### src/rtl/mux2_pkg.sv
// Shared types and constants for the mux2 arbiter slice: slot state encoding,
// mux select values and the reset value of the round-robin pointer.
package mux2_pkg;

    typedef enum logic [1:0] {
        EMPTY = 2'd0,
        HOLD0 = 2'd1,
        HOLD1 = 2'd2
    } mux2_arb_state_t;

    localparam logic SEL_I0   = 1'b0;
    localparam logic SEL_I1   = 1'b1;
    // Pointer starts at I1 so the first contention after reset goes to I0.
    localparam logic RST_LAST = 1'b1;

endpackage

### src/rtl/mux2_1.sv
// mux2_1: single-bit 2:1 multiplexer, y = s ? b : a.
module mux2_1 (
    input  logic a,
    input  logic b,
    input  logic s,
    output logic y
);

    assign y = s ? b : a;

endmodule

### src/rtl/mux2_arbiter.sv
// mux2_arbiter: two valid/ready sources share a W-bit mux2_1 datapath into one registered output slot.
// Define MUX2_ARBITER_RR_EN for round-robin contention; otherwise I0 has fixed priority.
module mux2_arbiter
    import mux2_pkg::*;
#(
    parameter int W = 8
) (
    input  logic         clk,
    input  logic         rst,
    input  logic         i0_valid,
    input  logic [W-1:0] i0_data,
    output logic         i0_ready,
    input  logic         i1_valid,
    input  logic [W-1:0] i1_data,
    output logic         i1_ready,
    output logic         y_valid,
    output logic [W-1:0] y_data,
    input  logic         y_ready,
    output logic         s
);

    mux2_arb_state_t state;
    logic            load;
    logic            winner;
    logic            take;
    logic [W-1:0]    mux_y;
`ifdef MUX2_ARBITER_RR_EN
    logic            last;
`endif

    always_comb begin
        winner = SEL_I0;
        if (i0_valid && i1_valid) begin
`ifdef MUX2_ARBITER_RR_EN
            winner = ~last;
`else
            winner = SEL_I0;
`endif
        end else if (i1_valid) begin
            winner = SEL_I1;
        end
    end

    // Readies are held low while reset is asserted so nothing is accepted in that cycle.
    assign load     = !rst && ((state == EMPTY) || y_ready);
    assign i0_ready = load && i0_valid && (winner == SEL_I0);
    assign i1_ready = load && i1_valid && (winner == SEL_I1);
    assign take     = i0_ready || i1_ready;

    for (genvar i = 0; i < W; i++) begin : g_mux
        mux2_1 u_mux (
            .a (i0_data[i]),
            .b (i1_data[i]),
            .s (winner),
            .y (mux_y[i])
        );
    end

    always_ff @(posedge clk or posedge rst) begin
        if (rst) begin
            state   <= EMPTY;
            y_valid <= 1'b0;
            y_data  <= '0;
            s       <= SEL_I0;
`ifdef MUX2_ARBITER_RR_EN
            last    <= RST_LAST;
`endif
        end else if (take) begin
            state   <= (winner == SEL_I1) ? HOLD1 : HOLD0;
            y_valid <= 1'b1;
            y_data  <= mux_y;
            s       <= winner;
`ifdef MUX2_ARBITER_RR_EN
            last    <= winner;
`endif
        end else if (y_ready) begin
            state   <= EMPTY;
            y_valid <= 1'b0;
        end
    end

endmodule

### config.mk
export PLATFORM = sky130hd
export DESIGN_NAME = mux2_arbiter
export DESIGN_NICKNAME = d
export VERILOG_FILES = /design/src/rtl/mux2_pkg.sv /design/src/rtl/mux2_1.sv /design/src/rtl/mux2_arbiter.sv
export SDC_FILE = /design/constraint.sdc
export NUM_CORES = 1
export LEC_CHECK = 0
export CAP_MARGIN = 20
export CORE_MARGIN = 8
export CORE_UTILIZATION = 33
export CTS_CLUSTER_SIZE = 25
export DETAILED_ROUTE_END_ITERATION = 12
export MAX_ROUTING_LAYER = met4
export PLACE_DENSITY_LB_ADDON = 0.05
export RECOVER_POWER = 25
export SYNTH_ARGS = -nofsm -noshare
export SYNTH_HDL_FRONTEND = slang
export SYNTH_SLANG_ARGS = --single-unit
### constraint.sdc
create_clock -name clk -period 1.55 [get_ports clk]
set_input_delay 0.155 -clock clk [delete_from_list [all_inputs] [get_ports clk]]
set_output_delay 0.155 -clock clk [all_outputs]
set_load 0.01 [all_outputs]
==> metrics.txt <==
syn nets=66; critical path class=in2reg; cells along the critical path=clkdlybuf4s50_1 -> nand2b_1 -> buf_4 -> mux2_2 -> mux2_2; Psw=0.240 mW; final clock skew=0.00409 ns; CP arrival=1.61 ns; vias in the first global route=529; final WL=1.51 mm; PnR worst setup slack=0.0972 ns; WHS Endpoint=y_valid; grt ovf=0; status=completed; H-tree levels=1; R2R Path End=y_data[4]; Cells after Synth=45; worst r2r src=state[0]; # diodes=0; io pins=33; R2R Setup Slk=0.11 ns; fillers=156; Clock power frac=24.5%; average vias per placed instance=4.32; max-cap viol count=0; HP Class=reg2reg; leading cell types in the layout, fill and taps excluded=29 x clkdlybuf4s50_1, 16 x mux2_2, 12 x dfrtp_1; vias=497; Critical Path Source=i0_valid; Slew Viols, Final=0; number of I/O port buffers=32; largest net degree at the start of global routing=14; first drt pass iteration count=2; hold depth=1; full die area=3450 sq um; die width=58.7 um; logic gate share of total power=35.0%; Max stage delay on crit path=0.47 ns; Cell Int Power=0.741 mW; Slowest-stage cell, CP=clkdlybuf4s50_1; Core Region=1730 sq um; hold path startpoint=y_valid; clk_lat worst skew=0.26 ns; Slew HR=57.3%; Mean Syn Cell Area=13.4 sq um; Reg2Reg Depth=4; post-synth cell types=17; residual DRC count=0; post-CTS setup repair buffer count=0; Yosys warnings=0; Worst-Margin Slew=0.641 ns; DIE HEIGHT=58.7 um; first-pass GRT wire length=2.37 mm; DR iter-0 viols=6; DP Worst Slack=-0.153 ns; clock sink count=12; num rows=15; post-route cell area=1070 sq um; Top cell by count, worst path=mux2_2; final hold slack=0.483 ns; wire per inst=13.1 um; fin nets=112; CTS tree=yes; cell leakage power=0.465 nW; final hold violation count=0; gr usage total=9.21%; Critical Path RT=1.70 ns; crit-path max FO=3; Area Overhead vs Synth=78.6%; share of cells above drive strength 1=37.8%; Final Cycle Share=93.7%; DPL Wire Length=1.18 mm; final setup vio count=0; Startpoint Class=input port; RD Place Congestion=0.766; FMAX=688 MHz; CTS Buf Count=3; CTS Buffer Depth=2; commonest non-fill, non-tap cell in the layout=clkdlybuf4s50_1; critical path endpoint category=register; #FFs+latches synth=12; Net Sw Frac=24.5%; Clock transition at path regs=0.08 ns; P per Cell Area=913 nW/um^2; Final ANT Viol Nets=0; initial antenna violation count=0; sequential share of power=40.6%; Tmin final=1.45 ns; register area share after synthesis=49.9%; placed cell areas=1050 sq um; CTS Root Cell=clkbuf_4; Critical path buffers and inverters=2; synthesized area=602 sq um; Initial Util=34.9%; CP delay by family, top=buffers and inverters; RSZ-0062 raised after global routing=no; worst vdd ir=0.586 mV
[routing by layer]
metal,vias to the layer above,track usage (%),wire length [um],part of all wire [%]
met5,-,-,0,0
met4,0,3.07,0,0
met3,0,3.70,127,8.4
met2,17,14.0,722,48
met1,227,10.8,658,44
li1,253,-,-,-
[power by group through the flow]
stage / clock (mW) / combinational, mW / sequential (mW)
6_report: 0.240 / 0.343 / 0.398
5_1_grt: 0.267 / 0.366 / 0.405
4_1_cts: 0.251 / 0.351 / 0.398
3_5_place_dp: 0 / 0.350 / 0.404
3_3_place_gp: 0 / 0.347 / 0.404
2_1_floorplan: 0 / 0.107 / 0.429
[cell type report]
class                           instances  area, sq um  area share [%]
Multi-Input combinational cell         30          289            26.9
Inverter                                2         7.51           0.698
Tap cell                               25         31.3            2.91
Timing Repair Buffer                   42          410            38.2
Clock buffer                            4         36.3            3.38
Sequential cell                        12          300            27.9
[how the worst max path moves through the flow]
stage                           end  slack, ns  cells after the start
after CTS                  i1_ready       0.03                      3
after global placement    y_data[4]      -0.16                      5
after detailed placement  y_data[4]      -0.15                      5
after floorplan           y_data[0]       0.12                      3
final                     y_data[4]        0.1                      5
after global routing      y_data[7]       0.04                      4
[cell families after synthesis]
| logic type | after synthesis | share of synthesized area (%) |
|---|---|---|
| and+or+nand+nor | 8 | 8.73 |
| DFF | 12 | 49.9 |
| muxes | 16 | 29.9 |
| buffers and inverters | 3 | 2.08 |
| AOI/OAI and AO/OA | 6 | 9.36 |
[worst reg2reg max path, cell delays in order, from the launching register on]
cell,delay (ns)
dfrtp_1,0.41
o21ba_4,0.25
nor3_4,0.19
buf_12,0.15
mux2_2,0.33
[sequential cells by signal, indices dropped and copies added, names as in the netlist]
register	cells
y_data	8
y_valid	1
state	2
s	1
[Yosys cell counts]
master | n | share of area (%)
a21o_1 | 1 | 1.2
a21o_2 | 1 | 1.5
a21oi_1 | 1 | 0.83
buf_2 | 1 | 0.83
dfrtp_1 | 12 | 50
inv_1 | 2 | 1.2
mux2_2 | 16 | 30
nand2_1 | 1 | 0.62
nand2b_1 | 1 | 1.0
nor2_1 | 2 | 1.2
nor2b_1 | 1 | 1.0
nor3_1 | 1 | 0.83
nor3_4 | 1 | 2.7
nor3b_1 | 1 | 1.2
o21ba_4 | 1 | 2.7
o22a_2 | 1 | 1.7
o2bb2ai_1 | 1 | 1.5
[through the flow]
stage / instances / power, mW / TNS [ns] / utilization (%)
2_1_floorplan: 45 / 0.536 / 0 / -
3_3_place_gp: 111 / 0.752 / -1.41 / 60.7
3_5_place_dp: 111 / 0.754 / -1.35 / 60.7
4_1_cts: 115 / 1.00 / 0 / 62.7
5_1_grt: 115 / 1.04 / 0 / 62.2
6_report: 115 / 0.981 / 0 / 62.2
[repair_timing]
action	4_1_cts	5_1_grt
hold buffers	0	0
resized for setup	2	2
setup endpoints to repair	2	1
(Power assumes the default switching activity.)
